**config.mk**
```make
export PLATFORM = sky130hd
export DESIGN_NAME = block_interleaver
export DESIGN_NICKNAME = d
export VERILOG_FILES = /design/src/rtl/block_interleaver_pkg.sv /design/src/rtl/interleaver_bank.sv /design/src/rtl/block_interleaver.sv
export SDC_FILE = /design/constraint.sdc
export NUM_CORES = 1
export LEC_CHECK = 0
export ABC_AREA = 0
export CAP_MARGIN = 40
export CORE_MARGIN = 2
export CORE_UTILIZATION = 30
export CTS_CLUSTER_SIZE = 10
export DETAILED_ROUTE_END_ITERATION = 10
export PLACE_DENSITY_LB_ADDON = 0.25
export SLEW_MARGIN = 20
export SYNTH_ARGS = -nofsm -noshare
export SYNTH_HDL_FRONTEND = slang
export SYNTH_SLANG_ARGS = --single-unit
```
**constraint.sdc**
```tcl
create_clock -name Clk -period 5.2 [get_ports Clk]
set_input_delay 0.52 -clock Clk [delete_from_list [all_inputs] [get_ports Clk]]
set_output_delay 0.52 -clock Clk [all_outputs]
set_load 0.05 [all_outputs]
```
**src/rtl/block_interleaver_pkg.sv**
```systemverilog
// rtl/block_interleaver_pkg.sv - shared defaults, read FSM states and index helper for the block interleaver
package block_interleaver_pkg;

    localparam int ROWS_DEF = 16;
    localparam int COLS_DEF = 3;

    typedef enum logic {
        ST_IDLE  = 1'b0,
        ST_DRAIN = 1'b1
    } rd_state_e;

    // Storage index of output position j: row-major fill, column-major read.
    function automatic int col_major_index(input int j, input int rows, input int cols);
        return (j % rows) * cols + j / rows;
    endfunction

endpackage

```
**src/rtl/interleaver_bank.sv**
```systemverilog
// rtl/interleaver_bank.sv - two-bank bit store with two write ports and one two-bit read port
module interleaver_bank #(
    parameter int N_BITS = 48,
    parameter int IDX_W  = 6
) (
    input  logic             Clk,
    input  logic             reset,
    input  logic             wa_en,
    input  logic             wa_bank,
    input  logic [IDX_W-1:0] wa_idx,
    input  logic             wa_bit,
    input  logic             wb_en,
    input  logic             wb_bank,
    input  logic [IDX_W-1:0] wb_idx,
    input  logic             wb_bit,
    input  logic             rd_bank,
    input  logic [IDX_W-1:0] rd_idx0,
    input  logic [IDX_W-1:0] rd_idx1,
    output logic [1:0]       rd_bits
);

    logic [1:0][N_BITS-1:0] mem_q;
    logic [1:0][N_BITS-1:0] mem_d;

    // The two write ports may target different banks in the same cycle (straddle).
    always_comb begin
        mem_d = mem_q;
        if (wa_en) begin
            mem_d[wa_bank][wa_idx] = wa_bit;
        end
        if (wb_en) begin
            mem_d[wb_bank][wb_idx] = wb_bit;
        end
    end

    always_ff @(posedge Clk) begin
        if (reset) begin
            mem_q <= '0;
        end else begin
            mem_q <= mem_d;
        end
    end

    assign rd_bits = {mem_q[rd_bank][rd_idx0], mem_q[rd_bank][rd_idx1]};

endmodule

```
**src/rtl/block_interleaver.sv**
```systemverilog
// rtl/block_interleaver.sv - ping-pong row/column bit interleaver, row-wise fill and column-wise drain
module block_interleaver
    import block_interleaver_pkg::*;
#(
    parameter int ROWS = ROWS_DEF,
    parameter int COLS = COLS_DEF
) (
    input  logic       Clk,
    input  logic       reset,
    input  logic [1:0] in_bits,
    input  logic [1:0] in_valid,
    output logic [1:0] out_bits,
    output logic [1:0] out_valid,
    output logic       out_sof,
    output logic       busy
);

    localparam int N_BITS  = ROWS * COLS;
    localparam int N_PAIRS = N_BITS / 2;
    localparam int IDX_W   = $clog2(N_BITS);
    localparam int PAIR_W  = $clog2(N_PAIRS);

    localparam logic [IDX_W-1:0]  LAST_IDX  = IDX_W'(N_BITS - 1);
    localparam logic [IDX_W-1:0]  LAST2_IDX = IDX_W'(N_BITS - 2);
    localparam logic [IDX_W-1:0]  ONE_IDX   = IDX_W'(1);
    localparam logic [IDX_W-1:0]  TWO_IDX   = IDX_W'(2);
    localparam logic [PAIR_W-1:0] LAST_PAIR = PAIR_W'(N_PAIRS - 1);
    localparam logic [PAIR_W-1:0] ONE_PAIR  = PAIR_W'(1);

    logic [IDX_W-1:0]  wptr_q, wptr_d;
    logic              wbank_q, wbank_d;
    logic [1:0]        full_q, full_d;
    logic              rbank_q, rbank_d;
    logic [PAIR_W-1:0] rptr_q, rptr_d;
    rd_state_e         state_q, state_d;
    logic [1:0]        out_bits_q, out_bits_d;
    logic [1:0]        out_valid_q, out_valid_d;
    logic              out_sof_q, out_sof_d;

    logic              a_en, a_bit, a_bank, a_last;
    logic              b_en, b_bit, b_bank, b_last;
    logic [IDX_W-1:0]  a_idx, b_idx;
    logic              wr_complete;
    logic              ready_rd, ready_other;
    logic              present, drain_done;
    logic [PAIR_W-1:0] rd_pair;
    logic [IDX_W-1:0]  rd_idx0, rd_idx1;
    logic [1:0]        rd_bits;

    // Write side: A then B; a pair arriving at the last slot splits across banks.
    always_comb begin
        a_en    = |in_valid;
        a_bit   = in_valid[1] ? in_bits[1] : in_bits[0];
        b_en    = &in_valid;
        b_bit   = in_bits[0];
        a_bank  = wbank_q;
        a_idx   = wptr_q;
        a_last  = a_en && (wptr_q == LAST_IDX);
        b_bank  = a_last ? ~wbank_q : wbank_q;
        b_idx   = a_last ? '0 : wptr_q + ONE_IDX;
        b_last  = b_en && !a_last && (wptr_q == LAST2_IDX);
        wr_complete = a_last || b_last;

        wptr_d  = wptr_q;
        wbank_d = wbank_q;
        if (a_last) begin
            wptr_d  = b_en ? ONE_IDX : '0;
            wbank_d = ~wbank_q;
        end else if (b_last) begin
            wptr_d  = '0;
            wbank_d = ~wbank_q;
        end else if (b_en) begin
            wptr_d  = wptr_q + TWO_IDX;
        end else if (a_en) begin
            wptr_d  = wptr_q + ONE_IDX;
        end
    end

    // A bank completing this cycle counts as full so the drain can start on the same edge.
    always_comb begin
        ready_rd    = full_q[rbank_q] || (wr_complete && (wbank_q == rbank_q));
        ready_other = full_q[~rbank_q] || (wr_complete && (wbank_q != rbank_q));
    end

    always_comb begin
        state_d    = state_q;
        rptr_d     = rptr_q;
        rbank_d    = rbank_q;
        present    = 1'b0;
        drain_done = 1'b0;
        if (state_q == ST_IDLE) begin
            if (ready_rd) begin
                present = 1'b1;
                rptr_d  = ONE_PAIR;
                state_d = ST_DRAIN;
            end
        end else begin
            present = 1'b1;
            if (rptr_q == LAST_PAIR) begin
                drain_done = 1'b1;
                rptr_d     = '0;
                rbank_d    = ~rbank_q;
                state_d    = ready_other ? ST_DRAIN : ST_IDLE;
            end else begin
                rptr_d = rptr_q + ONE_PAIR;
            end
        end
    end

    always_comb begin
        full_d = full_q;
        if (wr_complete) begin
            full_d[wbank_q] = 1'b1;
        end
        if (drain_done) begin
            full_d[rbank_q] = 1'b0;
        end
    end

    assign rd_pair = (state_q == ST_DRAIN) ? rptr_q : '0;
    assign rd_idx0 = IDX_W'(col_major_index(2 * int'(rd_pair), ROWS, COLS));
    assign rd_idx1 = IDX_W'(col_major_index(2 * int'(rd_pair) + 1, ROWS, COLS));

    always_comb begin
        out_valid_d = present ? 2'b11 : 2'b00;
        out_bits_d  = present ? rd_bits : 2'b00;
        out_sof_d   = present && (rd_pair == '0);
    end

    interleaver_bank #(
        .N_BITS (N_BITS),
        .IDX_W  (IDX_W)
    ) u_bank (
        .Clk     (Clk),
        .reset   (reset),
        .wa_en   (a_en),
        .wa_bank (a_bank),
        .wa_idx  (a_idx),
        .wa_bit  (a_bit),
        .wb_en   (b_en),
        .wb_bank (b_bank),
        .wb_idx  (b_idx),
        .wb_bit  (b_bit),
        .rd_bank (rbank_q),
        .rd_idx0 (rd_idx0),
        .rd_idx1 (rd_idx1),
        .rd_bits (rd_bits)
    );

    always_ff @(posedge Clk) begin
        if (reset) begin
            wptr_q      <= '0;
            wbank_q     <= 1'b0;
            full_q      <= 2'b00;
            rbank_q     <= 1'b0;
            rptr_q      <= '0;
            state_q     <= ST_IDLE;
            out_bits_q  <= 2'b00;
            out_valid_q <= 2'b00;
            out_sof_q   <= 1'b0;
        end else begin
            wptr_q      <= wptr_d;
            wbank_q     <= wbank_d;
            full_q      <= full_d;
            rbank_q     <= rbank_d;
            rptr_q      <= rptr_d;
            state_q     <= state_d;
            out_bits_q  <= out_bits_d;
            out_valid_q <= out_valid_d;
            out_sof_q   <= out_sof_d;
        end
    end

    assign out_bits  = out_bits_q;
    assign out_valid = out_valid_q;
    assign out_sof   = out_sof_q;
    assign busy      = (|full_q) || (wptr_q != '0) || (state_q == ST_DRAIN) || out_valid_q[1];

endmodule
```
==> flow_metrics.env <==
export IMPL_outcome="complete, no violations"
export IMPL_fmax_ghz=0.230
export IMPL_wl_per_cell_um=22.8
export IMPL_grt_usage_pct=21.5
export IMPL_area_growth_pct=13.2
export IMPL_cpPeakStageDelay_ns=0.66
export IMPL_cts_hold_buf=0
export IMPL_r2r_start="state_q$_SDFF_PP0_"
export IMPL_initialDrtViolationCount=776
export IMPL_peakVddDrop_mv=0.235
export IMPL_maxCapViolations=0
export IMPL_grt_max_degree=64
export IMPL_finalHoldViolCount=0
export IMPL_postSynth_asyncResetShare_pct=0
export IMPL_synth_cells=988
export IMPL_die_h_um=172
export IMPL_ff2ff_setup_slack_ns=0.85
export IMPL_cts_tree="done"
export IMPL_synth_seq_cells=116
export IMPL_synth_avg_cell_area_um2=8.62
export IMPL_drt_wl_total_um=31000
export IMPL_endpoint_kind="flip-flop"
export IMPL_synth_top_family_by_area="multiplexers"
export IMPL_worstSetupStartpointType="flip-flop"
export IMPL_synth_adder_area_share_pct=3.44
export IMPL_syn_cell_area_um2=8510
export IMPL_synth_edf_count=0
export IMPL_antennaDiodeCount=0
export IMPL_yosys_mux_area_fraction_pct=24.1
export IMPL_post_cts_setup_buffer_count=0
export IMPL_slowest_stage="ha_1"
export IMPL_synthXorXnorAreaFrac_pct=2.13
export IMPL_clk_latency_ns=0.43
export IMPL_synth_simple_gate_area_share_pct=21.4
export IMPL_timing_final_crit_share_pct=83.6
export IMPL_detailedPlace_worstSlack_ns=0.930
export IMPL_numCtsBuffers=17
export IMPL_arrival_ns=4.64
export IMPL_path_clk_slew_ns=0.06
export IMPL_grt_remaining_overflow=0
export IMPL_min_from="reset"
export IMPL_power_density_nw_per_um2=253
export IMPL_dpl_hpwl_um=21700
export IMPL_fin_tns_setup_ns=0
export IMPL_worstPathCellList="buf_4 -> nand2_1 -> inv_1 -> ha_1 -> ha_1 -> inv_1 -> fa_1 -> xor2_1 -> buf_4 -> mux4_2 -> nor3_1 -> nor3_1 -> a221oi_1 -> nor4_1"
export IMPL_synth_yosys_warnings=0
export IMPL_cp_max_fo=16
export IMPL_skew_ns=0.0129
export IMPL_reg2reg_to="out_bits[0]$_SDFF_PP0_"
export IMPL_reg2reg_depth=14
export IMPL_rows=61
export IMPL_setup_viol=0
export IMPL_drive_above_1_share_pct=14.0
export IMPL_grt_pass1_wl_um=47700
export IMPL_hold_end="a_bank$_SDFFE_PP0P_"
export IMPL_coreArea_um2=27900
export IMPL_fin_nets=997
export IMPL_viasPerCell=5.86
export IMPL_rsz0062_at_grt="no"
export IMPL_gp_congestion=0.878
export IMPL_worstPathRequired_ns=5.49
export IMPL_ioPinCount=12
export IMPL_antenna_left=0
export IMPL_p_leak_nw=3.28
export IMPL_cts_htree_levels=4
export IMPL_die_w_um=172
export IMPL_port_buffers=11
export IMPL_start_util_pct=30.6
export IMPL_fin_crit_ns=4.35
export IMPL_synth_fp_nets=1016
export IMPL_holdPathStages=2
export IMPL_vias=7970
export IMPL_cts_sinks=116
export IMPL_fin_ws_ns=0.851
export IMPL_drv_slew=0
export IMPL_clockBufferDepth=2
export IMPL_worstMarginPinSlew_ns=0.823
export IMPL_grt_pass1_vias=7621
export IMPL_dieArea_um2=29700
export IMPL_drc=0
export IMPL_slew_headroom_pct=45.1
export IMPL_path_class="reg2reg"
export IMPL_ys_flop_type="dfxtp_1"
export IMPL_grt_antenna_before_repair=0
export IMPL_synth_compound_area_share_pct=16.7
export IMPL_synth_cell_type_count=71
export IMPL_drt_pre_antenna_iters=6
export IMPL_cts_root_buf="clkbuf_16"
export IMPL_cts_resized=0
export IMPL_ys_seq_area_share_pct=27.3
export IMPL_min_path_type="in2reg"
-- cells in the final DEF (no fill, tap or decap), types with 5 or more instances in the layout --
cell	n
a21oi_1	16
a221oi_1	97
a32oi_1	6
and2_1	9
buf_2	7
buf_4	26
clkbuf_1	5
clkbuf_16	17
clkdlybuf4s50_1	10
dfxtp_1	116
ha_1	21
inv_1	15
mux2i_1	116
mux4_2	38
nand2_1	186
nand2b_1	8
nand3_1	19
nand4_1	6
nor2_1	82
nor2b_1	14
nor3_1	20
nor3_2	9
nor4_1	5
o211ai_1	6
o31ai_1	6
or3_1	6
xnor2_1	13
-- area by class of cell --
class,instances,area (µm²)
well taps,378,473
multi-input cells,768,5810
inverters,19,71.3
clock buffers,22,444
fillers,2906,18200
clock inverters,10,133
repair buffers,47,384
flip-flops and latches,116,2320
-- logic make-up (layout without fill, tap and decap cells) --
family,count (synthesis),after routing
simple gates,395,395
compound gates,174,174
mux,157,157
flops,116,116
buf+inv,104,98
fa+ha+maj,23,23
xor+xnor,19,19
-- worst max-delay path, delay by kind of cell (launching register included) --
family          cells  cell delay, ns
flops               1            0.37
mux                 1            0.50
simple gates        4            0.43
xor+xnor            1            0.59
fa+ha+maj           3            1.35
compound gates      1            0.32
buf+inv             4            0.67
-- per-stage QoR --
stage          util [%]  total power, mW  area (µm²)  std cells  hold WS, ns
2_1_floorplan         -             1.11        8510        988        0.486
3_3_place_gp       32.1             1.25        8940       1313        0.527
3_5_place_dp       32.5             1.26        9050       1327        0.531
4_1_cts            34.6             2.45        9630       1359        0.432
5_1_grt            34.6             2.51        9640       1360        0.445
6_report           34.6             2.44        9640       1360        0.450
-- worst max path at each step --
stage,from,endpoint,cells after the start
2_1_floorplan,state_q$_SDFF_PP0_,out_bits[0]$_SDFF_PP0_,13
3_5_place_dp,state_q$_SDFF_PP0_,out_bits[0]$_SDFF_PP0_,14
3_3_place_gp,state_q$_SDFF_PP0_,out_bits[0]$_SDFF_PP0_,14
6_report,state_q$_SDFF_PP0_,out_bits[0]$_SDFF_PP0_,14
4_1_cts,state_q$_SDFF_PP0_,out_bits[0]$_SDFF_PP0_,14
5_1_grt,state_q$_SDFF_PP0_,out_bits[0]$_SDFF_PP0_,14
-- cells in the mapped netlist, types with 6 or more instances --
master / count / area [µm²]
nor2b_1: 14 / 87.6
or3_1: 6 / 37.5
mux4_2: 38 / 856
nand3_1: 19 / 95.1
buf_1: 6 / 22.5
nor3_2: 6 / 60.1
xnor2_1: 13 / 114
clkbuf_1: 62 / 233
nand2_1: 187 / 702
nor2_1: 84 / 315
inv_1: 15 / 56.3
nand2b_1: 8 / 50.1
buf_2: 13 / 65.1
a21oi_1: 16 / 80.1
o31ai_1: 6 / 45.0
a221oi_1: 97 / 850
ha_1: 21 / 263
and2_1: 9 / 56.3
nor3_1: 23 / 115
dfxtp_1: 116 / 2320
mux2i_1: 116 / 1160
a32oi_1: 6 / 52.6
o211ai_1: 6 / 45.0
nand4_1: 6 / 37.5
nor4_1: 9 / 56.3
-- metal layers --
layer  track usage [%]  vias up  share of wire [%]
met5                 0        -                  0
li1                  -     3652                  -
met2              33.8      317                 46
met3              5.06       45                8.1
met4              6.21        0                1.9
met1              29.2     3956                 44
-- report_power, final --
group	switching [mW]	internal, mW	total [mW]	leakage, nW
Sequential	0.0152	0.898	0.913	0.935
Combinational	0.250	0.0892	0.340	2.07
Clock	0.440	0.749	1.19	0.274
Total	0.706	1.74	2.44	3.28
-- flip-flops by register name, indices dropped and copies added, names as in the netlist --
name          flops
a_idx             6
state_q           1
full_q            2
out_valid         1
rbank_q           1
rptr_q            5
out_bits          2
u_bank.mem_q     96
out_sof           1
a_bank            1
(Power assumes the default switching activity.)
